$ cat config.mk
export PLATFORM = sky130hd
export DESIGN_NAME = clkgen
export DESIGN_NICKNAME = d
export VERILOG_FILES = /design/src/rtl/clkgen_pkg.sv /design/src/rtl/clkgen_nco.sv /design/src/rtl/clkgen.sv
export SDC_FILE = /design/constraint.sdc
export NUM_CORES = 1
export LEC_CHECK = 0
export CAP_MARGIN = 20
export CORE_UTILIZATION = 49
export DETAILED_ROUTE_END_ITERATION = 6
export GPL_TIMING_DRIVEN = 0
export PLACE_DENSITY = 0.72
export SETUP_SLACK_MARGIN = 0.3
export SKIP_CTS_REPAIR_TIMING = 1
export SYNTH_ARGS = -nofsm -noshare
export SYNTH_HDL_FRONTEND = slang
export SYNTH_HIERARCHICAL = 1
export SYNTH_SLANG_ARGS = --single-unit
$ cat constraint.sdc
create_clock -name clk -period 6 [get_ports clk]
set_clock_uncertainty 0.1 [all_clocks]
set_input_delay 1.2 -clock clk [delete_from_list [all_inputs] [get_ports clk]]
set_output_delay 1.2 -clock clk [all_outputs]
set_load 0.03 [all_outputs]
$ cat src/rtl/clkgen_pkg.sv
// Shared types and helpers for the clkgen test-clock generator.
// Optional feature macro: CLKGEN_EDGE_CNT_EN (see clkgen.sv).
package clkgen_pkg;

    typedef enum logic [1:0] {
        IDLE = 2'd0,
        RUN  = 2'd1,
        STOP = 2'd2
    } state_t;

    // Accumulator width able to hold acc + 2*f without overflow.
    function automatic int acc_w(input int clk_mhz);
        return $clog2(32'sd2 * clk_mhz) + 32'sd1;
    endfunction

    // A frequency is legal when the output toggles at most once per clk cycle.
    function automatic logic freq_ok(input int f, input int clk_mhz);
        return (f >= 32'sd1) && (f <= clk_mhz / 32'sd2);
    endfunction

endpackage

$ cat src/rtl/clkgen_nco.sv
// Phase accumulator (NCO) modulo CLK_MHZ plus the registered tst_clk output.
// rise/fall flag, in the current cycle, that the coming edge toggles tst_clk.
module clkgen_nco
    import clkgen_pkg::*;
#(
    parameter int CLK_MHZ = 100,
    parameter int ACC_W   = acc_w(CLK_MHZ)
) (
    input  logic             clk,
    input  logic             rst_n,
    input  logic [ACC_W-1:0] step,
    input  logic             advance,
    input  logic             clear,
    output logic             tst_clk,
    output logic             rise,
    output logic             fall
);

    localparam logic [ACC_W-1:0] MODULUS = ACC_W'(CLK_MHZ);

    logic [ACC_W-1:0] acc_r;
    logic [ACC_W-1:0] acc_nx_s;
    logic [ACC_W-1:0] sum_s;
    logic             wrap_s;
    logic             tst_clk_r;
    logic             tst_nx_s;

    // Next phase and toggle decision; clear wins over accumulation for acc only,
    // so a falling toggle still completes when acc is cleared on the same edge.
    always_comb begin
        sum_s  = acc_r + step;
        wrap_s = advance && (sum_s >= MODULUS);
        if (clear) begin
            acc_nx_s = '0;
        end else if (advance) begin
            acc_nx_s = wrap_s ? (sum_s - MODULUS) : sum_s;
        end else begin
            acc_nx_s = acc_r;
        end
        if (advance) begin
            tst_nx_s = tst_clk_r ^ wrap_s;
        end else if (clear) begin
            tst_nx_s = 1'b0;
        end else begin
            tst_nx_s = tst_clk_r;
        end
        rise = wrap_s & ~tst_clk_r;
        fall = wrap_s & tst_clk_r;
    end

    // Accumulator and output clock registers
    always_ff @(posedge clk or negedge rst_n) begin
        if (!rst_n) begin
            acc_r     <= '0;
            tst_clk_r <= 1'b0;
        end else begin
            acc_r     <= acc_nx_s;
            tst_clk_r <= tst_nx_s;
        end
    end

    assign tst_clk = tst_clk_r;

endmodule

$ cat src/rtl/clkgen.sv
// Programmable integer-MHz test clock generator: FSM and frequency request handshake.
// Define CLKGEN_EDGE_CNT_EN to add the edge_cnt rising-edge counter output.
module clkgen
    import clkgen_pkg::*;
#(
    parameter int CLK_MHZ = 100,
    parameter int TST_MHZ = 30,
    parameter int FREQ_W  = 16
) (
    input  logic              clk,
    input  logic              rst_n,
    input  logic              en,
    input  logic [FREQ_W-1:0] freq,
    input  logic              freq_valid,
    output logic              freq_ready,
    output logic              freq_err,
    output logic              tst_clk,
    output logic              running
`ifdef CLKGEN_EDGE_CNT_EN
    ,
    output logic [31:0]       edge_cnt
`endif
);

    localparam int ACC_W = acc_w(CLK_MHZ);

    if (!freq_ok(TST_MHZ, CLK_MHZ)) begin : g_bad_tst_mhz
        $error("clkgen: TST_MHZ must lie in 1..CLK_MHZ/2");
    end

    state_t            state_r;
    state_t            state_nx_s;
    logic              running_r;
    logic [FREQ_W-1:0] f_r;
    logic [FREQ_W-1:0] pend_r;
    logic              freq_ready_r;
    logic              freq_err_r;
    logic              advance_s;
    logic              fsm_clear_s;
    logic              clear_s;
    logic              accept_s;
    logic              req_ok_s;
    logic              apply_s;
    logic              rise_s;
    logic              fall_s;
    logic              tst_clk_s;
    logic [ACC_W-1:0]  step_s;

    assign advance_s = (state_r == RUN) || (state_r == STOP);
    assign step_s    = ACC_W'({f_r, 1'b0});
    assign accept_s  = freq_valid && freq_ready_r;
    assign req_ok_s  = freq_ok(32'(freq), CLK_MHZ);
    // A pending request exists exactly while freq_ready is low.
    assign apply_s   = !freq_ready_r && ((state_r == IDLE) || fall_s);
    assign clear_s   = fsm_clear_s || apply_s;

    clkgen_nco #(
        .CLK_MHZ (CLK_MHZ),
        .ACC_W   (ACC_W)
    ) u_nco (
        .clk     (clk),
        .rst_n   (rst_n),
        .step    (step_s),
        .advance (advance_s),
        .clear   (clear_s),
        .tst_clk (tst_clk_s),
        .rise    (rise_s),
        .fall    (fall_s)
    );

    // Next-state logic; stopping only ever completes on a low output
    always_comb begin
        state_nx_s  = state_r;
        fsm_clear_s = 1'b0;
        case (state_r)
            IDLE: begin
                fsm_clear_s = 1'b1;
                if (en) begin
                    state_nx_s = RUN;
                end else begin
                    state_nx_s = IDLE;
                end
            end
            RUN: begin
                if (en) begin
                    state_nx_s = RUN;
                end else if (!tst_clk_s && !rise_s) begin
                    state_nx_s  = IDLE;
                    fsm_clear_s = 1'b1;
                end else begin
                    state_nx_s = STOP;
                end
            end
            STOP: begin
                if (en) begin
                    state_nx_s = RUN;
                end else if (fall_s) begin
                    state_nx_s  = IDLE;
                    fsm_clear_s = 1'b1;
                end else begin
                    state_nx_s = STOP;
                end
            end
            default: begin
                state_nx_s  = IDLE;
                fsm_clear_s = 1'b1;
            end
        endcase
    end

    // State register with registered running flag
    always_ff @(posedge clk or negedge rst_n) begin
        if (!rst_n) begin
            state_r   <= IDLE;
            running_r <= 1'b0;
        end else begin
            state_r   <= state_nx_s;
            running_r <= (state_nx_s != IDLE);
        end
    end

    // Frequency request handshake and active frequency
    always_ff @(posedge clk or negedge rst_n) begin
        if (!rst_n) begin
            f_r          <= FREQ_W'(TST_MHZ);
            pend_r       <= '0;
            freq_ready_r <= 1'b1;
            freq_err_r   <= 1'b0;
        end else begin
            freq_err_r <= accept_s && !req_ok_s;
            if (apply_s) begin
                f_r          <= pend_r;
                freq_ready_r <= 1'b1;
            end else if (accept_s && req_ok_s) begin
                pend_r       <= freq;
                freq_ready_r <= 1'b0;
            end else begin
                freq_ready_r <= freq_ready_r;
            end
        end
    end

    assign freq_ready = freq_ready_r;
    assign freq_err   = freq_err_r;
    assign tst_clk    = tst_clk_s;
    assign running    = running_r;

`ifdef CLKGEN_EDGE_CNT_EN
    logic [31:0] edge_cnt_r;

    // Rising-edge counter, restarted on each IDLE->RUN transition
    always_ff @(posedge clk or negedge rst_n) begin
        if (!rst_n) begin
            edge_cnt_r <= 32'd0;
        end else if ((state_r == IDLE) && (state_nx_s == RUN)) begin
            edge_cnt_r <= 32'd0;
        end else if (rise_s) begin
            edge_cnt_r <= edge_cnt_r + 32'd1;
        end else begin
            edge_cnt_r <= edge_cnt_r;
        end
    end

    assign edge_cnt = edge_cnt_r;
`endif

endmodule

* After elaboration in Yosys (flattened, before gate mapping)
Cells that the tools add are included.
Storage, ports and cells: flip-flop bits (word level) 31, bits of input ports 20, output and inout bits 4, logic and storage cells 57
Cells by class: $add $sub $neg 2, order comparisons 3, equality and inequality tests 2, multiplexer cells 18, bitwise operators 5, reductions and logical operators 19
Operators with widths (count):
- 9-bit two-way mux | 3
- 16-bit by 1-bit >= comparator with 1-bit output (second input constant) | 1
- 16-bit by 6-bit less-or-equal comparator with 1-bit output (second input constant) | 1
- 9-bit adder | 1
- 9-bit by 7-bit >= comparator with 1-bit output (second input constant) | 1
- 1-bit two-way mux | 9
- 9-bit by 7-bit subtractor with 9-bit output (second input constant) | 1
- 2-bit two-way mux | 4
- 1-bit logical AND | 7
- 2-bit case mux with 3 select lines | 1
- 2-bit nonzero test | 3
- 1-bit zero test | 4
- 1-bit logical OR | 3
- 1-bit bitwise AND | 2
- 2-bit by 1-bit equality test with 1-bit output (second input constant) | 1
- 2-bit equality test (second input constant) | 1
- 2-bit zero test | 1
- 1-bit inverter | 2
- 1-bit case mux with 2 select lines | 1
- 2-bit AND reduction | 1
- 1-bit XOR | 1

* Longest topological paths before layout
Gate-level depths: netlist of the first run.
depth after elaboration 12, gate-level depth with buffers 19, mapped depth without buffers 18

* Hierarchy
The synthesis of the first run kept the hierarchy.
Modules (own cells, without submodules):
- clkgen_nco | times used 1, cells an instance 120, area an instance 1052.3 um2, seq. area each 250.2 um2
- clkgen | times used 1, cells an instance 70, area an instance 937.1 um2, seq. area each 531.8 um2

* Worst setup path after synthesis of the first run
OpenSTA, ideal clock, no wires.
path kind register to register, start point register f_r[1], end point register u_nco.acc_r[8], library setup time 0.087 ns, data arrival time 3.849 ns, data required time 5.813 ns, setup slack 1.964 ns, cell stages (with the launch flop) 20, buffers on the path 2, period minus slack after synthesis 4.036 ns, cells stage by stage dfstp_2 -> ha_1 -> a21oi_1 -> a21oi_1 -> or2_2 -> ha_1 -> nor3b_1 -> o211ai_1 -> nand3_2 -> and2_1 -> ha_1 -> o21bai_1 -> clkbuf_1 -> o211ai_1 -> clkbuf_1 -> nand2b_1 -> inv_1 -> and3_1 -> nand2_1 -> o211ai_1
Between the ends: elaborated cells on any way between the ends 20, those cells by class add/sub (2); order compare (1); mux (8); bitwise (2); reduce/logical (7)
RTL lines:
- start, declared | RTL line clkgen.sv:34 | logic [FREQ_W-1:0] f_r;
- start signal, assigned | RTL line clkgen.sv:125 | f_r <= FREQ_W'(TST_MHZ);
- start signal, assigned | RTL line clkgen.sv:132 | f_r <= pend_r;
- 9-bit adder (*) | RTL line clkgen_nco.sv:31 | sum_s = acc_r + step;
- 9-bit by 7-bit >= comparator with 1-bit output (*) | RTL line clkgen_nco.sv:32 | wrap_s = advance && (sum_s >= MODULUS);
- 1-bit logical AND (*) | RTL line clkgen_nco.sv:32
- 1-bit bitwise AND (*) | RTL line clkgen_nco.sv:48 | fall = wrap_s & tst_clk_r;
- via fall_s | RTL line clkgen.sv:45 | logic fall_s;
- 1-bit two-way mux | RTL line clkgen.sv:97 | end else if (fall_s) begin
- 1-bit two-way mux | RTL line clkgen.sv:95 | if (en) begin
- 1-bit case mux with 2 select lines | RTL line clkgen.sv:75 | case (state_r)
- 1-bit logical OR (*) | RTL line clkgen.sv:55 | assign clear_s = fsm_clear_s || apply_s;
- via clear_s | RTL line clkgen.sv:40 | logic clear_s;
- 9-bit two-way mux or 2-bit nonzero test (tied branches)
- end signal, assigned | RTL line clkgen_nco.sv:57 | acc_r <= acc_nx_s;
- end, declared | RTL line clkgen_nco.sv:21 | logic [ACC_W-1:0] acc_r;
Mark *: on every way through the listed nets, which the timed path passes. The rest lies on a longest branch. The select of a mux whose other input is x is not followed. A chain may end at the register's enable or synchronous reset.

* Worst setup path in the final report of the first run
Same ends and word-level chain as after synthesis.

==> summary.txt, run 1 <==
Layout
  • Antenna Cells: 0
  • FF+latch area: 782 µm²
  • Fin nets: between 200 and 300
  • Area delta synth->final: 20.6%
  • Ratio of cells with drive above 1 in the final layout: 0.194
  • Layout filler cell count: roughly 290
  • Cell Count, Final, Fillers Out: 270
  • Area of the multi-input gates: 0.00116 mm²

Logic synthesis
  • XOR/XNOR share of the synthesized area: 0.0176
  • Main combinational cell family by area after synthesis: simple AND/OR/NAND/NOR gates
  • Post-synth cell types: 55
  • Synthesized flop and latch total: 31
  • Post-synthesis compound-gate area fraction: 0.167
  • Post-synth EDFFs: 0
  • Synth top cells by count: 26 x dfrtp_1, 16 x ha_1, 14 x mux2_2, 13 x nor2_1, 11 x nand2_1
  • Syn nets: around 230
  • Avg Inst Size Synth: between 10 and 15 µm²
  • Mapped Area: about 0.0020 mm²
  • Largest cells by area after synthesis: dfrtp_1 33%, ha_1 10%, mux2_2 7.9%, dfstp_2 6.6%, nor2_1 2.5%
  • Synth Area in Adders: 0.111
  • Cells after Synth: 190
  • Post-synth top area cell: dfrtp_1
  • Count leader, synth: dfrtp_1
  • Sequential element share of the synthesized area: 0.393
  • Synth warn: 6
  • Main synth FF type: dfrtp_1
  • Share of flip-flops with an asynchronous set or reset: 1.00
  • Simple-Gate Fraction of Synth Area: 0.197
  • Post-synthesis mux area share: 0.0893
  • Post-synth top area share: 0.327

Floorplanning
  • Die width: 65.7 µm
  • Die Footprint: 0.00432 mm²
  • # rows: 22
  • Core area: about 0.0038 mm²
  • Ports: 24
  • Height of the die: about 66 µm
  • Starting Density: 0.528

Clocking
  • CTS H-tree lvls: 2
  • Sink Count: 31
  • Clock buffer depth: 2
  • Worst skew pair latency: between 200 and 300 ps
  • CTS buffer count: 5
  • CTS tree: built
  • Root buffer cell: clkbuf_8
  • Clock slew at reported path FFs: 70 ps

Worst setup path
  • Worst path arrival time: roughly 4900 ps
  • Slowest cell on crit path: dfstp_2
  • CP Capture Type: flop
  • CP Launch Type: flop
  • Crit-path max FO: 10
  • Crit Path Category: reg -> reg
  • Critical Path Max Stage Delay: 550 ps
  • Required @ worst endpoint: a little over 6000 ps
  • Crit-path cells: ha_1, a21oi_1, a21oi_1, or2_2, ha_1, nor3b_1, o211ai_1, nand3_2, and2_1, ha_1, o21bai_1, clkbuf_1, o211ai_1, clkbuf_1, nand2b_1, inv_1, and3_1, nand2_1, o211ai_1

Route
  • Vias/cell: between 5 and 6
  • Post-DRT Antenna Nets: 0
  • DRC Markers: 0
  • Drt pass-1 iters: 5
  • Initial DRC count: 66
  • Routed wire per std cell: 15.1 µm
  • Routed WL: around 4100 µm
  • Via count: between 1500 and 2000

Run status
  • Outcome: complete, no violations

Pwr
  • Total power: 0.788 mW
  • Sw Share: 0.386
  • Logic pwr share: 0.462
  • Sw Pwr: 0.304 mW
  • Peak VDD IR: ~0.00018 V
  • LEAKAGE: around 1.1 nW
  • Part of the power in the clock network: 0.212
  • P_int: ~0.48 mW
  • Sequential Power Share: 0.327
  • P per Cell Area: approximately 330 mW/mm²

Job
  • Max Cap Violations: 0

Timing
  • Pins Over Slew Limit: 0
  • Sum Neg Setup Slack: 0 ps
  • Relative slew margins: 0.641
  • Worst Tran Pin Value: 537 ps
  • Final worst path period share: 0.792
  • Setup-failing EPs final: 0
  • Fin crit period: 4750 ps
  • RSZ-0062 raised after global routing: false
  • Peak Freq: roughly 210 MHz
  • Final hold viol count: 0

Global route
  • Initial antenna violation count: 0
  • Via count of the first global-routing pass: 1593
  • GRT Total Usage: 0.213
  • First-pass GRT wire length: just under 7000 µm
  • Largest net degree at the start of global routing: 23
  • Congestion Overflow GR: 0

Place
  • Placer's final routability congestion estimate: approximately 0.85
  • Final HPWL DP: approximately 3200 µm
  • Post-Place Cells: between 200 and 300
  • IO buf count: 23

Worst hold path
  • Hold Crit Class: reg -> reg
==> placed cells by master, fill, tap and decap left out, types with 5 or more instances in the layout <==
master | Yosys | final
clkdlybuf4s50_1 | 0 | 23
dfstp_2 | 5 | 5
nand2_1 | 11 | 11
and3_1 | 6 | 6
dfrtp_1 | 26 | 26
inv_1 | 8 | 8
nor2_1 | 13 | 13
mux2_2 | 14 | 14
a21oi_1 | 8 | 8
clkbuf_1 | 4 | 5
ha_1 | 16 | 16
clkbuf_8 | 0 | 6
==> power by group through the flow <==
stage | registers (mW) | clock network, mW | logic (mW)
2_1_floorplan | 0.270 | 0 | 0.250
3_3_place_gp | 0.259 | 0 | 0.342
3_5_place_dp | 0.261 | 0 | 0.356
4_1_cts | 0.258 | 0.169 | 0.359
5_1_grt | 0.262 | 0.177 | 0.403
6_report | 0.257 | 0.167 | 0.364
==> path summary, 6_finish.rpt <==
| check | start | end | cells after the start | slack, ps |
|---|---|---|---|---|
| hold reg to reg | pend_r[6]$_DFFE_PN0P_ | pend_r[6]$_DFFE_PN0P_ | 1 | 400 |
| hold / removal | pend_r[6]$_DFFE_PN0P_ | pend_r[6]$_DFFE_PN0P_ | 1 | 400 |
| setup / recovery | f_r[1]$_DFFE_PN1P_ | u_nco/acc_r[8]$_DFFE_PN0P_ | 19 | 1250 |
| min in group asynchronous | rst_n | u_nco/tst_clk$_DFFE_PN0P_ | 1 | 1180 |
| setup reg to reg | f_r[1]$_DFFE_PN1P_ | u_nco/acc_r[8]$_DFFE_PN0P_ | 19 | 1250 |
| max in group asynchronous | rst_n | f_r[1]$_DFFE_PN1P_ | 2 | 4060 |
==> registers in the layout (all words and copies together), names as in the netlist <==
| name | flops |
|---|---|
| running | 1 |
| u_nco/acc_r | 9 |
| freq_ready | 1 |
| freq_err | 1 |
| u_nco/tst_clk | 1 |
| pend_r | 8 |
| state_r | 2 |
| f_r | 8 |
==> area by class of cell <==
class,count,area share
well taps,48,0.0250
multi-input cells,147,0.485
clock buffers,7,0.0360
plain buffers,4,0.00626
repair buffers,24,0.107
clock inverters,1,0.00209
inverters,8,0.0125
flip-flops and latches,31,0.326
==> worst max-delay path, delay by kind of cell (launching register included) <==
kind	cells	cell delay [ps]
fa+ha+maj	3	710
flops	1	550
simple gates	7	1470
buf+inv	3	800
compound gates	6	1050
==> routing by layer <==
metal	track usage	wire, µm	up-vias
li1	-	-	759
met1	0.245	1840	740
met2	0.389	2020	45
met3	0.0417	139	10
met4	0.0707	70	0
met5	0	0	-
==> logic make-up after synthesis <==
group,after synthesis
and+or+nand+nor,68
AOI/OAI and AO/OA,41
muxes,16
xor gates and xnor gates,4
DFF,31
buffers and inverters,12
adders and majority gates,17
other,1
==> per-stage QoR <==
step           utilization  setup slack [ps]  hold slack [ps]  cell area, µm²
3_3_place_gp         0.605              1380              382            2280
3_5_place_dp         0.612              1310              390            2310
6_report             0.636              1250              399            2400
4_1_cts              0.636              1240              407            2400
5_1_grt              0.636               856              415            2400
2_1_floorplan            -              1960              369            1990
(Power assumes the default switching activity.)
==> run 2, diff against run 1 <==
Settings changed: PLACE_DENSITY 0.72 to 0.74.
Clock period 6 ns to 4.1 ns, I/O delays scaled along.
==> run 2 against run 1 <==
Net effect: cell count increased by 5.6%; setup slack got worse by 890 ps; sequential share of layout area fell by 3.5 points; routed wire length increased by 19%; critical endpoint unchanged; largest cell class unchanged; largest power group unchanged.
==> summary.txt, run 2 (synthesis gave the netlist of run 1 again) <==
Timing
  • Relative slew margins: 0.456 (-0.185)
  • Sum Neg Setup Slack: 0 ps (unchanged)
  • Pins Over Slew Limit: 0 (unchanged)
  • Setup-failing EPs final: 0 (unchanged)
  • Hold WS: 406 ps (+7.06 ps)
  • Fin crit period: 3740 ps (-1010 ps)
  • Worst Tran Pin Value: 814 ps (+277 ps)
  • Final worst path period share: 0.913 (+0.121)
  • Final hold viol count: 0 (unchanged)
  • Peak Freq: 267 MHz (+27%)
  • RSZ-0062 raised after global routing: false

Route
  • Met3 wire length: 192 µm (+38%)
  • WL met1: 2120 µm (+15%)
  • DRC Markers: 0 (unchanged)
  • Post-DRT Antenna Nets: 0 (unchanged)
  • Met2 WL: 2420 µm (+20%)
  • Vias/cell: 5.93 (+3.1%)
  • Routed wire per std cell: 16.9 µm (+13%)
  • Drt pass-1 iters: 4 (-1)
  • Routed WL: 4830 µm (+19%)
  • Uppermost routed layer: met4
  • Via count: 1691 (+8.8%)
  • Initial DRC count: 149 (+130%)

Layout
  • Ratio of cells with drive above 1 in the final layout: 0.342 (+0.148)
  • Fin nets: 273 (+5.8%)
  • Area delta synth->final: 35.4%
  • Commonest non-fill, non-tap cell in the layout: dfrtp_1
  • Final Cell Area: 0.00269 mm² (+12%)
  • Largest regs: u_nco/acc_r (9), f_r (8), pend_r (8)
  • Max FFs per register: 9 (unchanged)
  • Layout filler cell count: 230 (-21%)
  • Antenna Cells: 0 (unchanged)
  • Biggest register: u_nco/acc_r
  • Leading cell types in the layout, fill and taps excluded: 25 x dfrtp_1, 23 x clkdlybuf4s50_1, 16 x buf_4, 14 x mux2_2, 13 x nor2_1

Job
  • Max Cap Violations: 0 (unchanged)

Global route
  • First-pass GRT wire length: 7510 µm (+8.6%)
  • Largest net degree at the start of global routing: 17 (-26%)
  • Congestion Overflow GR: 0 (unchanged)
  • Initial antenna violation count: 0 (unchanged)
  • GRT Total Usage: 0.233 (+0.0204)
  • Via count of the first global-routing pass: 1605 (+0.75%)

Clocking
  • Sink Count: 31 (unchanged)
  • CTS buffer count: 5 (unchanged)
  • CTS tree: built
  • Clock slew at reported path FFs: 70 ps (about the same)
  • CTS H-tree lvls: 2 (unchanged)
  • Root buffer cell: clkbuf_8
  • Clock buffer depth: 2 (unchanged)
  • Worst skew pair latency: 280 ps (about the same)

Worst setup path
  • Required @ worst endpoint: 4200 ps (-1900 ps)
  • CP dominant cell by count: o211ai_1
  • Worst Setup SP: u_nco/acc_r[1]$_DFFE_PN0P_
  • R2R depth: 17 (-2)
  • Crit-path cells: fa_2, a211o_1, a21oi_2, o221ai_2, o211ai_1, nand3_2, and2_4, ha_4, o21bai_4, buf_6, o211ai_1, buf_4, nand2b_4, inv_2, and3_4, nand2_1, o211ai_1
  • CP Capture Type: flop
  • CP endpoint: u_nco/acc_r[8]$_DFFE_PN0P_
  • Crit-path max FO: 7 (-3)
  • Reg2Reg Setup Slack: 360 ps (-890 ps)
  • FF-to-FF Start: u_nco/acc_r[1]$_DFFE_PN0P_
  • Slowest cell on crit path: dfrtp_2
  • R2r endpoint: u_nco/acc_r[8]$_DFFE_PN0P_
  • CP Launch Type: flop
  • Critical Path Max Stage Delay: 450 ps (-100 ps)
  • Crit Path Category: reg -> reg
  • Worst path arrival time: 3840 ps (-1010 ps)

Floorplanning
  • Die width: 65.7 µm (unchanged)
  • Starting Density: 0.528 (unchanged)
  • Ports: 24 (unchanged)
  • Height of the die: 65.7 µm (unchanged)
  • # rows: 22 (unchanged)
  • Die Footprint: 0.00432 mm² (unchanged)
  • Core area: 0.00377 mm² (unchanged)

Place
  • Placer's final routability congestion estimate: 0.833 (-1.7%)
  • IO buf count: 23 (unchanged)
  • Final HPWL DP: 3260 µm (+0.75%)
  • DP Area: 0.00232 mm² (+0.54%)

Pwr
  • LEAKAGE: 1.19 nW (+8.5%)
  • P per Cell Area: 520 mW/mm² (+58%)
  • Peak VDD IR: 0.000288 V (+64%)
  • Total power: 1.40 mW (+78%)

Worst hold path
  • Hold Crit Class: reg -> reg

Run status
  • Outcome: complete, no violations
-- run 2: worst min-delay path by stage --
stage / depth (start not counted) / from / endpoint
6_report: 1 / pend_r[6]$_DFFE_PN0P_ / f_r[6]$_DFFE_PN0P_
5_1_grt: 1 / pend_r[3]$_DFFE_PN0P_ / f_r[3]$_DFFE_PN1P_
4_1_cts: 1 / pend_r[6]$_DFFE_PN0P_ / pend_r[6]$_DFFE_PN0P_
3_5_place_dp: 1 / pend_r[6]$_DFFE_PN0P_ / pend_r[6]$_DFFE_PN0P_
3_3_place_gp: 1 / pend_r[7]$_DFFE_PN0P_ / pend_r[7]$_DFFE_PN0P_
2_1_floorplan: 1 / pend_r[6]$_DFFE_PN0P_ / pend_r[6]$_DFFE_PN0P_
-- run 2: metal layers --
layer  vias up  GRT usage
met5         -          0
met4         0     0.0815
met3        11     0.0625
met2        60      0.395
met1       828      0.282
li1        792          -
-- run 2: cell type report --
cell class              instances  area (µm²)  area share
flip-flops and latches         31         783       0.291
inverters                       8        30.0      0.0111
well taps                      48        60.1      0.0223
clock inverters                 2        35.0      0.0130
repair buffers                 39         370       0.137
plain buffers                   4        27.5      0.0102
clock buffers                   6        82.6      0.0307
multi-input cells             147        1310       0.484
-- run 2: through the flow --
stage	instances	setup WS [ps]	utilization
after detailed placement	262	-132	0.615
after CTS	270	-167	0.646
after global routing	285	184	0.714
after floorplan	190	311	-
final	285	359	0.714
after global placement	261	-110	0.608
-- run 2: critical path: cells and delay by family (launching register included) --
kind | cells | cell delay, ps
flops | 1 | 450
fa+ha+maj | 2 | 570
compound gates | 7 | 1380
buf+inv | 3 | 370
simple gates | 5 | 790
-- run 2: report_power, final --
| group | internal (mW) | switching (mW) | total, mW |
|---|---|---|---|
| logic | 0.336 | 0.358 | 0.694 |
| clock network | 0.197 | 0.117 | 0.313 |
| registers | 0.349 | 0.0441 | 0.393 |
==> run 3, diff against run 2 <==
Settings changed: REMOVE_ABC_BUFFERS set to 1.
==> run 3 against run 2 <==
Net effect: total power fell by 1.6%; critical path depth down 2; via count fell by 0.53%; die area unchanged; cell area is 0.74% lower; hold slack got worse by 2.9 ps; setup slack got worse by 100 ps; cell count grew 0.70%; flip-flop and latch count stayed put; largest power group unchanged; highest routed layer unchanged.
==> summary.txt, run 3 (synthesis gave the netlist of run 1 again) <==
Timing
  • RSZ-0062 raised after global routing: false
  • Pins Over Slew Limit: 0 (unchanged)
  • Final worst path period share: 0.938 (+0.0250)
  • Peak Freq: 260 MHz (-2.7%)
  • Setup-failing EPs final: 0 (unchanged)
  • Fin crit period: 3840 ps (+102 ps)
  • Final hold viol count: 0 (unchanged)
  • Sum Neg Setup Slack: 0 ps (unchanged)
  • Worst Tran Pin Value: 740 ps (-74.0 ps)
  • Relative slew margins: 0.505 (+0.0495)

Layout
  • Antenna Cells: 0 (unchanged)
  • Area delta synth->final: 34.4%
  • Cell Count, Final, Fillers Out: 287 (+0.70%)
  • Max FFs per register: 9 (unchanged)
  • Biggest register: u_nco/acc_r
  • FF+latch area: 783 µm² (unchanged)
  • Commonest non-fill, non-tap cell in the layout: dfrtp_1
  • Ratio of cells with drive above 1 in the final layout: 0.343 (+0.00132)
  • Largest regs: u_nco/acc_r (9), f_r (8), pend_r (8)
  • Leading cell types in the layout, fill and taps excluded: 25 x dfrtp_1, 23 x clkdlybuf4s50_1, 20 x buf_4, 14 x mux2_2, 12 x ha_1
  • Area of the multi-input gates: 0.00130 mm² (-0.38%)
  • Fin nets: 275 (+0.73%)
  • Layout filler cell count: 235 (+2.2%)

Global route
  • Initial antenna violation count: 0 (unchanged)
  • Largest net degree at the start of global routing: 19 (+2)
  • Via count of the first global-routing pass: 1503 (-6.4%)
  • Congestion Overflow GR: 0 (unchanged)
  • First-pass GRT wire length: 6930 µm (-7.7%)
  • GRT Total Usage: 0.213 (-0.0201)

Clocking
  • CTS H-tree lvls: 2 (unchanged)
  • Root buffer cell: clkbuf_8
  • CTS tree: built
  • Clock slew at reported path FFs: 70 ps (about the same)
  • Sink Count: 31 (unchanged)
  • Worst skew pair latency: 280 ps (about the same)
  • CTS buffer count: 5 (unchanged)
  • Clock buffer depth: 2 (unchanged)

Worst setup path
  • Reg2Reg Setup Slack: 260 ps (-100 ps)
  • Worst path arrival time: 3940 ps (+100 ps)
  • R2R depth: 15 (-2)
  • Crit-path cells: ha_1, or2_2, a21oi_1, o221ai_1, o211ai_1, nand3_2, and2_4, ha_4, a22oi_2, o211ai_1, buf_4, nand2b_4, buf_4, a211o_1, o211ai_1
  • Critical Path Max Stage Delay: 550 ps (+100 ps)
  • CP top delay family: compound AO/OA/AOI/OAI gates
  • Crit-path max FO: 6 (-1)
  • Slowest cell on crit path: dfstp_2
  • Required @ worst endpoint: 4200 ps (about the same)
  • CP Capture Type: flop
  • CP Launch Type: flop
  • R2r endpoint: u_nco/acc_r[8]$_DFFE_PN0P_
  • CP dominant cell by count: o211ai_1
  • Crit Path Category: reg -> reg
  • Worst Setup SP: f_r[2]$_DFFE_PN1P_
  • FF-to-FF Start: f_r[2]$_DFFE_PN1P_
  • CP Buf/Inv Count: 2 (-1)

Run status
  • Outcome: complete, no violations

Worst hold path
  • Hold endpoint: pend_r[7]$_DFFE_PN0P_
  • Hold depth: 1 (unchanged)
  • Hold Crit Class: reg -> reg
  • Hold path start: pend_r[7]$_DFFE_PN0P_

Place
  • IO buf count: 23 (unchanged)
  • Post-Place Cells: 258 (-1.5%)
  • Placer's final routability congestion estimate: 0.850 (+2.0%)
  • Final HPWL DP: 3090 µm (-5.3%)

Route
  • Vias/cell: 5.86 (-1.2%)
  • Via count: 1682 (-0.53%)
  • Post-DRT Antenna Nets: 0 (unchanged)
  • Drt pass-1 iters: 4 (unchanged)
  • Routed wire per std cell: 16.7 µm (-1.4%)
  • Initial DRC count: 129 (-13%)
  • Routed WL: 4790 µm (-0.75%)
  • DRC Markers: 0 (unchanged)

Pwr
  • LEAKAGE: 1.20 nW (+0.91%)
  • P per Cell Area: 515 mW/mm² (-0.87%)
  • Peak VDD IR: 0.000219 V (-24%)

Floorplanning
  • Ports: 24 (unchanged)
  • Starting Density: 0.528 (unchanged)
  • # rows: 22 (unchanged)
  • Die width: 65.7 µm (unchanged)
  • Height of the die: 65.7 µm (unchanged)
  • Core area: 0.00377 mm² (unchanged)
  • Die Footprint: 0.00432 mm² (unchanged)

Job
  • Max Cap Violations: 0 (unchanged)
[run 3: report_power, final]
group,internal [mW],switching [mW]
combinational,0.368,0.399
sequential,0.349,0.0333
clock,0.119,0.109
total,0.835,0.542
[run 3: worst max-delay path by stage]
stage / end / slack [ps] / cells past startpoint
floorplan: u_nco/acc_r[8]$_DFFE_PN0P_ / -140 / 17
global placement: u_nco/acc_r[8]$_DFFE_PN0P_ / -850 / 17
detailed placement: u_nco/acc_r[8]$_DFFE_PN0P_ / -990 / 17
CTS: u_nco/acc_r[8]$_DFFE_PN0P_ / -1020 / 17
global route: u_nco/acc_r[8]$_DFFE_PN0P_ / 80 / 15
finish: u_nco/acc_r[8]$_DFFE_PN0P_ / 260 / 15
[run 3: layer usage]
metal,routed length [µm],track usage,vias to the layer above
met1,2020,0.287,806
met5,0,0,-
met2,2360,0.344,62
met4,131,0.0489,0
li1,-,-,798
met3,281,0.0521,16
[run 3: layout make-up]
type,count,share of cell area
clock buffers,7,0.0285
clock inverters,1,0.00187
inverters,8,0.0112
multi-input cells,147,0.486
flip-flops and latches,31,0.293
well taps,48,0.0225
repair buffers,45,0.157
[run 3: worst register-to-register path: cells and delay by family (launching register included)]
| family | cells | cell delay, ps |
|---|---|---|
| buf+inv | 2 | 380 |
| compound gates | 7 | 1370 |
| fa+ha+maj | 2 | 440 |
| simple gates | 4 | 910 |
| flops | 1 | 550 |
[run 3: per-stage QoR]
stage / instance area [µm²] / utilization / hold slack [ps] / setup slack (ps) / power, mW
finish: 2670 / 0.709 / 403 / 256 / 1.38
global route: 2670 / 0.709 / 413 / 83.6 / 1.46
CTS: 2370 / 0.629 / 407 / -1020 / 1.12
detailed placement: 2290 / 0.608 / 392 / -994 / 0.887
global placement: 2260 / 0.601 / 382 / -854 / 0.866
floorplan: 1970 / - / 369 / -135 / 0.751
